File: src/rtl/bandwidth_gear_controller.sv
// Loop-bandwidth gear controller: steps wide -> mid -> narrow as the
// phase error settles, and drops back to wide on loss of lock.
module bandwidth_gear_controller #(
    parameter int LOCK_CNT   = 16,
    parameter int UNLOCK_CNT = 4
) (
    input  logic        clk,
    input  logic        rst_n,
    input  logic        enable,
    input  logic        err_valid,
    input  logic [15:0] phase_err,
    input  logic [15:0] lock_thresh,
    input  logic [15:0] unlock_thresh,
    output logic [1:0]  gear,
    output logic        lock_status,
    output logic        gear_chg,
    output logic [7:0]  loss_count
);

    typedef enum logic [1:0] {
        S_IDLE, S_ACQUIRE, S_SETTLE, S_LOCKED
    } state_t;

    localparam logic [7:0] LOCK_LAST   = 8'(LOCK_CNT - 1);
    localparam logic [7:0] UNLOCK_LAST = 8'(UNLOCK_CNT - 1);

    state_t      r_state;
    state_t      w_state_nxt;
    logic [7:0]  r_in_cnt;
    logic [7:0]  w_in_nxt;
    logic [7:0]  r_out_cnt;
    logic [7:0]  w_out_nxt;
    logic [7:0]  r_loss;
    logic [7:0]  w_loss_nxt;
    logic [1:0]  r_gear;
    logic [1:0]  w_gear_nxt;
    logic        r_lock;
    logic        r_chg;
    logic [15:0] w_neg;
    logic [15:0] w_mag;
    logic        w_in;
    logic        w_out;
    logic        w_in_last;
    logic        w_out_last;

    // -32768 has no positive counterpart, so it clamps to 32767
    assign w_neg = -phase_err;
    assign w_mag = !phase_err[15]         ? phase_err :
                   (phase_err == 16'h8000) ? 16'h7fff  : w_neg;

    assign w_in       = err_valid && (w_mag <= lock_thresh);
    assign w_out      = err_valid && (w_mag > unlock_thresh);
    assign w_in_last  = (r_in_cnt >= LOCK_LAST);
    assign w_out_last = (r_out_cnt >= UNLOCK_LAST);

    always_comb begin
        w_state_nxt = r_state;
        w_in_nxt    = r_in_cnt;
        w_out_nxt   = r_out_cnt;
        w_loss_nxt  = r_loss;
        if (!enable) begin
            w_state_nxt = S_IDLE;
            w_in_nxt    = 8'd0;
            w_out_nxt   = 8'd0;
        end else begin
            case (r_state)
                S_IDLE: begin
                    w_state_nxt = S_ACQUIRE;
                    w_in_nxt    = 8'd0;
                    w_out_nxt   = 8'd0;
                end
                S_ACQUIRE, S_SETTLE: begin
                    // in-qualification wins even if thresholds overlap
                    if (w_in) begin
                        if (w_in_last) begin
                            w_in_nxt    = 8'd0;
                            w_out_nxt   = 8'd0;
                            w_state_nxt = (r_state == S_ACQUIRE) ?
                                          S_SETTLE : S_LOCKED;
                        end else begin
                            w_in_nxt = r_in_cnt + 8'd1;
                        end
                    end else if (err_valid) begin
                        w_in_nxt = 8'd0;
                        if (w_out && r_state == S_SETTLE)
                            w_state_nxt = S_ACQUIRE;
                    end
                end
                S_LOCKED: begin
                    if (w_out) begin
                        if (w_out_last) begin
                            w_state_nxt = S_ACQUIRE;
                            w_in_nxt    = 8'd0;
                            w_out_nxt   = 8'd0;
                            if (r_loss != 8'hff)
                                w_loss_nxt = r_loss + 8'd1;
                        end else begin
                            w_out_nxt = r_out_cnt + 8'd1;
                        end
                    end else if (err_valid) begin
                        w_out_nxt = 8'd0;
                    end
                end
                default: begin
                    w_state_nxt = S_IDLE;
                    w_in_nxt    = 8'd0;
                    w_out_nxt   = 8'd0;
                end
            endcase
        end
    end

    always_comb begin
        case (w_state_nxt)
            S_SETTLE: w_gear_nxt = 2'd1;
            S_LOCKED: w_gear_nxt = 2'd2;
            default:  w_gear_nxt = 2'd0;
        endcase
    end

    always_ff @(posedge clk or negedge rst_n) begin
        if (!rst_n) begin
            r_state   <= S_IDLE;
            r_in_cnt  <= 8'd0;
            r_out_cnt <= 8'd0;
            r_loss    <= 8'd0;
            r_gear    <= 2'd0;
            r_lock    <= 1'b0;
            r_chg     <= 1'b0;
        end else begin
            r_state   <= w_state_nxt;
            r_in_cnt  <= w_in_nxt;
            r_out_cnt <= w_out_nxt;
            r_loss    <= w_loss_nxt;
            r_gear    <= w_gear_nxt;
            r_lock    <= (w_state_nxt == S_LOCKED);
            r_chg     <= (w_gear_nxt != r_gear);
        end
    end

    assign gear        = r_gear;
    assign lock_status = r_lock;
    assign gear_chg    = r_chg;
    assign loss_count  = r_loss;

endmodule

File: config.mk
export PLATFORM = sky130hd
export DESIGN_NAME = bandwidth_gear_controller
export DESIGN_NICKNAME = d
export VERILOG_FILES = /design/src/rtl/bandwidth_gear_controller.sv
export SDC_FILE = /design/constraint.sdc
export NUM_CORES = 1
export LEC_CHECK = 0
export ABC_AREA = 0
export CAP_MARGIN = 10
export CORE_UTILIZATION = 46
export CTS_CLUSTER_DIAMETER = 60
export CTS_CLUSTER_SIZE = 16
export DETAILED_ROUTE_END_ITERATION = 8
export MAX_ROUTING_LAYER = met4
export PLACE_DENSITY_LB_ADDON = 0.3
export RECOVER_POWER = 100
export SLEW_MARGIN = 20
export SYNTH_ARGS = -nofsm -noshare
export SYNTH_HDL_FRONTEND = slang
export SYNTH_SLANG_ARGS = --single-unit
File: constraint.sdc
create_clock -name clk -period 2.3 [get_ports clk]
set_input_delay 0.575 -clock clk [delete_from_list [all_inputs] [get_ports clk]]
set_output_delay 0.575 -clock clk [all_outputs]
set_load 0.02 [all_outputs]
==> results of run 1 <==
==> layout make-up <==
| class | instances | share of cell area [%] |
|---|---|---|
| multi-input cells | 248 | 52.2 |
| repair buffers | 124 | 24.3 |
| flip-flops and latches | 29 | 15.7 |
| inverters | 44 | 3.95 |
| well taps | 72 | 1.95 |
| clock buffers | 5 | 1.49 |
| clock inverters | 3 | 0.379 |
==> worst max-delay path, delay by kind of cell <==
family / cells / cell delay (ns)
AND/OR/NAND/NOR: 11 / 2.13
buffers and inverters: 3 / 0.43
AO/OA/AOI/OAI: 3 / 0.42
adder cells (fa/ha/maj): 1 / 0.29
XOR/XNOR: 1 / 0.19
==> registers in the layout, indices dropped and copies added (netlist names) <==
register	flops
loss_count	8
r_in_cnt	8
r_out_cnt	8
gear	2
r_state	2
gear_chg	1
==> logic make-up (layout without fill, tap and decap cells) <==
| family | Yosys count | count (layout) | synth area share [%] |
|---|---|---|---|
| and+or+nand+nor | 122 | 122 | 23.8 |
| AOI/OAI and AO/OA | 65 | 65 | 17.2 |
| buffers and inverters | 49 | 176 | 6.89 |
| adders and majority gates | 41 | 41 | 18.8 |
| DFF | 29 | 29 | 26.6 |
| xor gates and xnor gates | 18 | 18 | 5.79 |
| muxes | 2 | 2 | 0.827 |
==> cell usage after synthesis (all sizes together) <==
library cell   n
nor2b          5
and2           7
nor4           4
a2111o         2
or4            1
a31oi          7
o21ai         12
o41ai          2
xor2          13
o21a           5
a41o           1
a2111oi        1
nor3           9
nor2          25
nand3b         1
clkbuf         4
nor4b          2
mux2           2
nand3         10
nand4b         1
and4           1
dfrtp         29
a41oi          3
buf            1
a211oi         3
inv           44
or3            2
a31o           1
a21boi         2
ha            41
o22ai          2
nor4bb         1
nand4         10
o31ai          2
a2bb2oi        1
nand2b         5
and3           3
a21oi         17
nand2         34
xnor2          5
o211ai         3
or2            1
a211o          1
==> layout by cell type, fill, tap and decap left out, drive strengths merged, types with 2 or more instances in the layout <==
cell,Yosys,routed
nor4,4,4
nor3,9,9
nand2,34,34
or3,2,2
dlygate4sd2,0,4
o211ai,3,3
dlygate4sd3,0,10
clkinv,0,2
dfrtp,29,29
a211oi,3,3
nand4,10,10
xor2,13,13
clkdlybuf4s50,0,39
nor4b,2,2
o21a,5,5
o41ai,2,2
clkbuf,4,6
a21oi,17,17
buf,1,70
a31oi,7,7
nor2,25,25
and3,3,3
o31ai,2,2
nor2b,5,5
a2111o,2,2
xnor2,5,5
a41oi,3,3
o21ai,12,12
mux2,2,2
nand3,10,10
and2,7,7
o22ai,2,2
a21boi,2,2
nand2b,5,5
inv,44,44
ha,41,41
==> metrics by stage <==
| step | util (%) | area [µm²] | instances |
|---|---|---|---|
| 2_1_floorplan | - | 2880 | 326 |
| 3_3_place_gp | 69.0 | 3870 | 496 |
| 3_5_place_dp | 69.0 | 3870 | 496 |
| 4_1_cts | 77.2 | 4330 | 517 |
| 5_1_grt | 82.4 | 4620 | 525 |
| 6_report | 82.4 | 4620 | 525 |
==> power by group through the flow <==
stage	Combinational [µW]	Sequential, µW	Clock [µW]
after floorplan	250	525	0
after global placement	452	526	0
after detailed placement	470	526	0
after CTS	551	516	422
after global routing	709	516	447
final	663	516	413
==> worst max-delay path by stage <==
stage	start	end	slack [ns]	cells after the start
2_1_floorplan	phase_err[1]	gear_chg$_DFF_PN0_	-1.30	17
3_3_place_gp	phase_err[1]	gear_chg$_DFF_PN0_	-2.09	17
3_5_place_dp	phase_err[1]	gear_chg$_DFF_PN0_	-2.20	17
4_1_cts	phase_err[0]	gear_chg$_DFF_PN0_	-1.28	18
5_1_grt	phase_err[9]	gear_chg$_DFF_PN0_	-1.68	19
6_report	phase_err[4]	gear_chg$_DFF_PN0_	-1.58	19
==> per-layer routing <==
metal	wire length (µm)	up-vias	GRT usage [%]
li1	-	1402	-
met1	3940	1495	34.3
met2	5460	121	56.3
met3	461	41	4.94
met4	468	0	11.8
met5	0	-	-
==> repair_timing <==
action,4_1_cts,5_1_grt
gates resized for setup,101,50
setup buffers,13,8
setup endpoints to repair,29,29
pin swaps,39,30
==> reports/results.tsv, run 1 <==
metric	value	unit
die-width	79.0	µm
grt_pass1_vias	3186	
grt_max_degree	30	
nets	545	
synthDistinctLibCells	51	
gp_congestion	0.897	
violations	negative setup slack	
ioPinCount	64	
yosys_warnings	0	
pwr-share-seq	32.4	%
fmax	258	MHz
worst_slew_pin_slew	0.729	ns
setup_ws	-1.58	ns
core_area	5610	µm²
status	complete, but fails checks	
area_growth	69.7	%
wl_per_cell	19.7	µm
fin_tns_setup	-39.13	ns
cts_hold_buf	0	
sw_frac_of_total	34.2	%
p_leak	0.00214	µW
drc	0	
min_path_type	register to register	
cts_tree	yes	
slew_violations	0	
whs	0.493	ns
root_buffer	clkbuf_8	
drive_gt1_share	36.4	%
netSwitchingPower	544	µW
hold_path_end	loss_count[6]$_DFFE_PN0P_	
totalWireLength	10300	µm
synth.top_cell.area_share	26.6	%
pwr-share-clk	25.9	%
htree_levels	2	
ant_nets	0	
power_frac_comb	41.6	%
reg2reg_to	gear_chg$_DFF_PN0_	
seqCellArea	726	µm²
dieHeight	79.0	µm
power	1590	µW
critPathLaunchType	input port	
cts_max_path_buffers	2	
ff2ff_path_depth	7	
clock-sinks	29	
drtIter0Drc	263	
synth_nets	419	
grt_use_total	31.1	%
worst_ep_required_time	2.47	ns
worstPathCellList	buf_6 -> nor3_4 -> buf_6 -> nand2b_4 -> nand2b_4 -> or2_4 -> o21ai_4 -> xor2_2 -> nand2_2 -> ha_4 -> nand4_1 -> buf_4 -> nor4_4 -> and2_1 -> a41o_1 -> nor4b_4 -> nor3_4 -> nor4bb_4 -> a211oi_2	
critical_path_class	input port to register	
cp_slowest_cell	nor4b_4	
hold_path_depth	1	
internal_power	1050	µW
syn_avg_cell_area	8.36	µm²
synth-seq-cells	29	
relSlewSlack	51.4	%
first_pass_iters	4	
multi_input_area	2410	µm²
syn_inst	326	
rows	27	
hold_viol_final	0	
p_per_area	345	nW/µm²
cap_viol_max_count	0	
vias	3059	
antenna_found_initial	0	
endpoint_kind	register	
cts_buffers	5	
synth_area_leader_cell	dfrtp_1	
ys_seq_area_share	26.6	%
r2r_start	r_out_cnt[0]$_DFFE_PN0P_	
min_from	loss_count[6]$_DFFE_PN0P_	
die_area	6230	µm²
nFillCells	298	
grt_overflow	0	
clk_latency	0.28	ns
finalCritPeriodShare	169	%
grt_pass1_wl	14700	µm
netlist_top_cells_area	dfrtp_1 (27%), ha_1 (19%), inv_1 (6.1%)	
ir_worst_vdd	0.450	mV
start_util	48.6	%
preCtsSetupSlack	-2.20	ns
antenna_cells	0	
worstPathMaxFanout	4	
worst_ep_arrival_time	4.04	ns
setup_viol_count_final	29	
synth_area	2720	µm²
ff2ff_setup_slack	-0.01	ns
hpwl	5960	µm
max_stage_delay	0.32	ns
fin_skew	0.00551	ns
clkTransAtPathRegs	0.07	ns
port_buffers	63	
layout_min_cycle_time	3.88	ns
rsz0062_at_grt	yes	
routed_via_density	5.83	
No activity file was read; power rests on OpenSTA's default activity.
==> run 2: changes to the inputs <==
--- a/config.mk
+++ b/config.mk
@@ -6,11 +6,12 @@
 export NUM_CORES = 1
 export LEC_CHECK = 0
 export ABC_AREA = 0
-export CAP_MARGIN = 10
+export CAP_MARGIN = 20
 export CORE_UTILIZATION = 46
 export CTS_CLUSTER_DIAMETER = 60
 export CTS_CLUSTER_SIZE = 16
 export DETAILED_ROUTE_END_ITERATION = 8
+export GPL_ROUTABILITY_DRIVEN = 0
 export MAX_ROUTING_LAYER = met4
 export PLACE_DENSITY_LB_ADDON = 0.3
 export RECOVER_POWER = 100
==> reports/results.tsv, run 2 (synthesized netlist as in run 1, its figures left out) <==
metric	value	unit	change
die-width	79.0	µm	unchanged
cts_buffers	5		unchanged
hold_viol_final	0		unchanged
fin_skew	0.00464	ns	-0.000873 ns
min_path_type	register to register		
grt_overflow	0		unchanged
cp_slowest_cell	a2111o_1		
grt_use_total	27.5	%	-3.6 points
area_growth	66.9	%	
cts_tree	yes		
endpoint_kind	register		
root_buffer	clkbuf_8		
antenna_cells	0		unchanged
layout_min_cycle_time	3.82	ns	-0.0574 ns
critical_path_class	input port to register		
dieHeight	79.0	µm	unchanged
violations	negative setup slack		
totalWireLength	9490	µm	-8.1%
worstPathMaxFanout	5		+1
clk_latency	0.28	ns	about the same
instances_no_fill	515		-1.9%
vias	2966		-3.0%
dp_cells	493		-0.60%
ir_worst_vdd	0.449	mV	-0.19%
relSlewSlack	53.3	%	+1.9 points
final_cell_mix	inv_1 (41), clkdlybuf4s50_1 (38), buf_4 (38), ha_1 (34)		
p_leak	0.00209	µW	-2.2%
hpwl	5700	µm	-4.4%
critical-path-top-delay-family	compound AO/OA/AOI/OAI gates		
first_pass_iters	5		+1
clock-sinks	29		unchanged
worst_slew_pin_slew	0.701	ns	-0.0278 ns
nFillCells	307		+3.0%
nets	535		-1.8%
cap_viol_max_count	0		unchanged
slew_violations	0		unchanged
critPathLaunchType	input port		
drc	0		unchanged
start_util	48.6	%	unchanged
die_area	6230	µm²	unchanged
ant_nets	0		unchanged
htree_levels	2		unchanged
antenna_found_initial	0		unchanged
drtIter0Drc	203		-23%
core_area	5610	µm²	unchanged
finalCritPeriodShare	166	%	-2.5 points
drive_gt1_share	34.5	%	-1.9 points
clkTransAtPathRegs	0.06	ns	about the same
worst_ep_required_time	2.46	ns	about the same
p_per_area	348	nW/µm²	+0.93%
worst_ep_arrival_time	3.98	ns	-0.06 ns
rows	27		unchanged
fmax	262	MHz	+1.5%
worstPathCellList	buf_6 -> nor3_1 -> buf_4 -> nand4b_1 -> o31ai_2 -> xor2_1 -> nand2_2 -> ha_4 -> nand4_1 -> a2111o_1 -> a41o_1 -> a211o_1 -> a31o_4 -> nor4b_4 -> a211oi_2		
critPathBufInv	2		-1
max_stage_delay	0.44	ns	+0.12 ns
fin_util	81.1	%	-1.4 points
cts_max_path_buffers	2		unchanged
grt_pass1_wl	13100	µm	-11%
final_common_cell	inv_1		
routed_via_density	5.76		-1.2%
setup_ws	-1.52	ns	+0.0574 ns
grt_pass1_vias	2912		-8.6%
grt_max_degree	30		unchanged
rsz0062_at_grt	yes		
wl_per_cell	18.4	µm	-6.3%
ioPinCount	64		unchanged
status	complete, but fails checks		
port_buffers	63		unchanged
setup_viol_count_final	29		unchanged
[run 2: metal layers]
metal  global-route usage [%]  share of wire (%)
met1                     33.0                 40
met3                     3.68                5.1
met4                     5.64                3.4
met5                        -                  0
met2                     49.5                 51
[run 2: cell type report]
type,count,area [µm²],area share [%]
well taps,72,90.1,1.98
inverters,44,183,4.02
multi-input cells,249,2420,53.2
clock inverters,1,5.00,0.110
flip-flops and latches,29,726,16.0
clock buffers,7,96.3,2.12
repair buffers,113,1030,22.6
[run 2: path summary, 6_finish.rpt]
kind / start / to / slack [ns] / cells after the start
min: loss_count[7]$_DFFE_PN0P_ / loss_count[7]$_DFFE_PN0P_ / 0.51 / 1
max in group asynchronous: rst_n / r_in_cnt[6]$_DFFE_PN0P_ / 0.98 / 2
max reg2reg: r_out_cnt[0]$_DFFE_PN0P_ / gear_chg$_DFF_PN0_ / -0.17 / 7
min in group asynchronous: rst_n / r_out_cnt[5]$_DFFE_PN0P_ / 0.87 / 2
min reg2reg: loss_count[7]$_DFFE_PN0P_ / loss_count[7]$_DFFE_PN0P_ / 0.51 / 1
max: phase_err[1] / gear_chg$_DFF_PN0_ / -1.52 / 15
[run 2: power by group]
group	leakage [µW]	switching, µW	internal [µW]
logic	0.00164	308	297
clock network	0.0000542	188	270
registers	0.000398	4.46	513
[run 2: worst reg2reg max path: stages, from the launching register on]
cell and delay [ns]:
dfrtp_1 0.44, ha_1 0.30, nor4_1 0.22, nand2_1 0.32, a2111oi_4 0.55, nor3_4 0.14
nor4b_4 0.31, a211oi_2 0.07
[run 2: per-stage QoR]
stage                     setup slack (ns)  setup TNS, ns  hold slack [ns]  cell area [µm²]  total power [µW]
after floorplan                      -1.30         -29.54            0.279             2880               775
after global placement               -2.09         -56.31            0.473             3850               976
after detailed placement             -2.14         -57.92            0.486             3850               993
after CTS                            -1.27         -32.88            0.504             4220              1490
after global routing                 -1.66         -43.53            0.545             4550              1650
final                                -1.52         -40.03            0.513             4550              1580
[run 2: what timing repair did]
action / CTS / global route
hold buffers: 0 / 0
gates cloned: 2 / 0
setup buffers: 5 / 9
gates resized for setup: 93 / 52
endpoints found under the hold margin: 0 / 0
pin swaps: 53 / 40
endpoints found under the setup margin: 29 / 29
==> run 3: changes to the inputs <==
==> constraint.sdc (replaced) <==
create_clock -name clk -period 2.3 [get_ports clk]
set_input_delay 0.345 -clock clk [delete_from_list [all_inputs] [get_ports clk]]
set_output_delay 0.345 -clock clk [all_outputs]
set_load 0.02 [all_outputs]
==> reports/results.tsv, run 3 (synthesized netlist as in run 1, its figures left out) <==
metric	value	unit	change
status	complete, but fails checks		
violations	max-capacitance violations, max-slew violations, negative setup slack		
critPathLaunchType	input port		
ant_nets	0		unchanged
hold_viol_final	0		unchanged
clkTransAtPathRegs	0.07	ns	about the same
relSlewSlack	-5.41	%	-59 points
finalCritPeriodShare	162	%	-4.2 points
final_common_cell	buf_4		
hpwl	5860	µm	+2.8%
worstPathCellList	buf_4 -> inv_12 -> ha_4 -> nand2b_4 -> nand2b_4 -> nand2b_4 -> or3_4 -> buf_6 -> nand2_1 -> ha_1 -> nand4_1 -> nor4_2 -> and2_1 -> a41o_1 -> buf_4 -> nor4b_4 -> nor3_4 -> buf_12 -> nor4bb_4 -> a211oi_2		
critical_path_class	input port to register		
area_growth	70.0	%	
start_util	48.6	%	unchanged
rows	27		unchanged
min_path_type	register to register		
endpoint_kind	register		
ff2ff_path_depth	9		+2
root_buffer	clkbuf_8		
dp_cells	492		-0.20%
pwr-share-seq	33.1	%	+0.4 points
internal_power	1040	µW	-4.0%
clock-sinks	29		unchanged
clk_latency	0.28	ns	about the same
design_area	4630	µm²	+1.9%
cts_buffers	5		unchanged
setup_ws	-1.42	ns	+0.0969 ns
fin_skew	0.00511	ns	+0.000477 ns
port_buffers	63		unchanged
p_per_area	337	nW/µm²	-3.1%
setup_viol_count_final	29		unchanged
grt_pass1_vias	3076		+5.6%
cts_max_path_buffers	2		unchanged
antenna_cells	0		unchanged
routed_via_density	5.92		+2.8%
fin_util	82.6	%	+1.5 points
cap_viol_max_count	1		+1
ioPinCount	64		unchanged
drc	0		unchanged
final_cell_mix	buf_4 (49), inv_1 (41), clkdlybuf4s50_1 (39), ha_1 (33), dfrtp_1 (29)		
power_frac_comb	40.8	%	+2.5 points
core_area	5610	µm²	unchanged
cp_slowest_cell	or3_4		
grt_overflow	0		unchanged
cts_tree	yes		
worstPathMaxFanout	7		+2
pwr-share-clk	26.1	%	-2.9 points
hold_path_depth	1		unchanged
die-width	79.0	µm	unchanged
rsz0062_at_grt	yes		
power	1560	µW	-1.2%
fmax	269	MHz	+2.6%
vias	3139		+5.8%
slew_violations	30		+30
die_area	6230	µm²	unchanged
cts_hold_buf	0		unchanged
totalWireLength	10500	µm	+10%
antenna_found_initial	0		unchanged
max_stage_delay	0.42	ns	-0.02 ns
worst_slew_pin_slew	1.58	ns	+0.880 ns
ir_worst_vdd	0.462	mV	+2.9%
worst_ep_required_time	2.46	ns	about the same
grt_pass1_wl	14400	µm	+10%
sw_frac_of_total	33.6	%	+1.9 points
drtIter0Drc	252		+24%
placed_area	3840	µm²	-0.20%
layout_min_cycle_time	3.72	ns	-0.0969 ns
nets	550		+2.8%
p_leak	0.00221	µW	+5.6%
netSwitchingPower	525	µW	+4.8%
path_common_cell	nand2b_4		
wl_per_cell	19.7	µm	+7.1%
htree_levels	2		unchanged
first_pass_iters	5		unchanged
drive_gt1_share	36.2	%	+1.7 points
grt_max_degree	30		unchanged
worst_ep_arrival_time	3.89	ns	-0.09 ns
dieHeight	79.0	µm	unchanged
grt_use_total	30.5	%	+3.0 points
instances_no_fill	530		+2.9%
preCtsSetupSlack	-1.97	ns	+0.170 ns
==> run 3: cell types whose count changed in the layout (fill, tap and decap cells not counted), sizes merged <==
cell           before  now
or3                 3    2
clkdlybuf4s15       0    1
dlygate4sd3        11   10
clkdlybuf4s50      38   39
buf                59   73
clkinv              1    2
==> run 3: what timing repair did <==
item	in CTS	in global routing
gates cloned	1	0
setup buffers	12	18
setup endpoints to repair	29	29
pin swaps	36	51
gates resized for setup	87	60
==> run 3: worst paths after layout <==
kind,start,end,slack [ns]
worst max register to register,r_state[0]$_DFF_PN0_,gear_chg$_DFF_PN0_,-0.21
max in group asynchronous,rst_n,r_in_cnt[6]$_DFFE_PN0P_,0.46
worst min-delay path,loss_count[7]$_DFFE_PN0P_,loss_count[7]$_DFFE_PN0P_,0.52
min in group asynchronous,rst_n,r_out_cnt[5]$_DFFE_PN0P_,0.91
worst min register to register,loss_count[7]$_DFFE_PN0P_,loss_count[7]$_DFFE_PN0P_,0.52
worst max-delay path,phase_err[1],gear_chg$_DFF_PN0_,-1.42
==> run 3: metal layers <==
metal,up-vias,share of wire [%],GRT usage (%)
met5,-,0,-
met1,1516,39,35.8
met2,154,51,54.3
met4,0,5.0,10.2
li1,1411,-,-
met3,58,5.4,3.68
==> run 3: per-stage QoR <==
stage | hold slack, ns | TNS, ns
CTS | 0.454 | -26.51
global placement | 0.480 | -49.20
floorplan | 0.0494 | -22.87
finish | 0.516 | -32.74
detailed placement | 0.489 | -51.05
global route | 0.532 | -36.74
==> run 3: critical path: cells and delay by family <==
family | cells | cell delay (ns)
compound gates | 2 | 0.25
fa+ha+maj | 2 | 0.34
buf+inv | 5 | 0.65
simple gates | 11 | 2.29
==> run 3: final cells by class <==
cell class,count,area [µm²]
clock buffer,6,72.6
clock inverter,2,10.0
fill,308,977
inverter,44,183
multi-input combinational,248,2370
sequential,29,726
tap,72,90.1
timing repair buffer,129,1170
==> run 3: power by group through the flow <==
| stage | combinational [µW] | sequential [µW] | clock (µW) |
|---|---|---|---|
| CTS | 534 | 516 | 407 |
| global route | 683 | 517 | 437 |
| floorplan | 250 | 525 | 0 |
| global placement | 446 | 525 | 0 |
| finish | 637 | 517 | 407 |
| detailed placement | 463 | 525 | 0 |
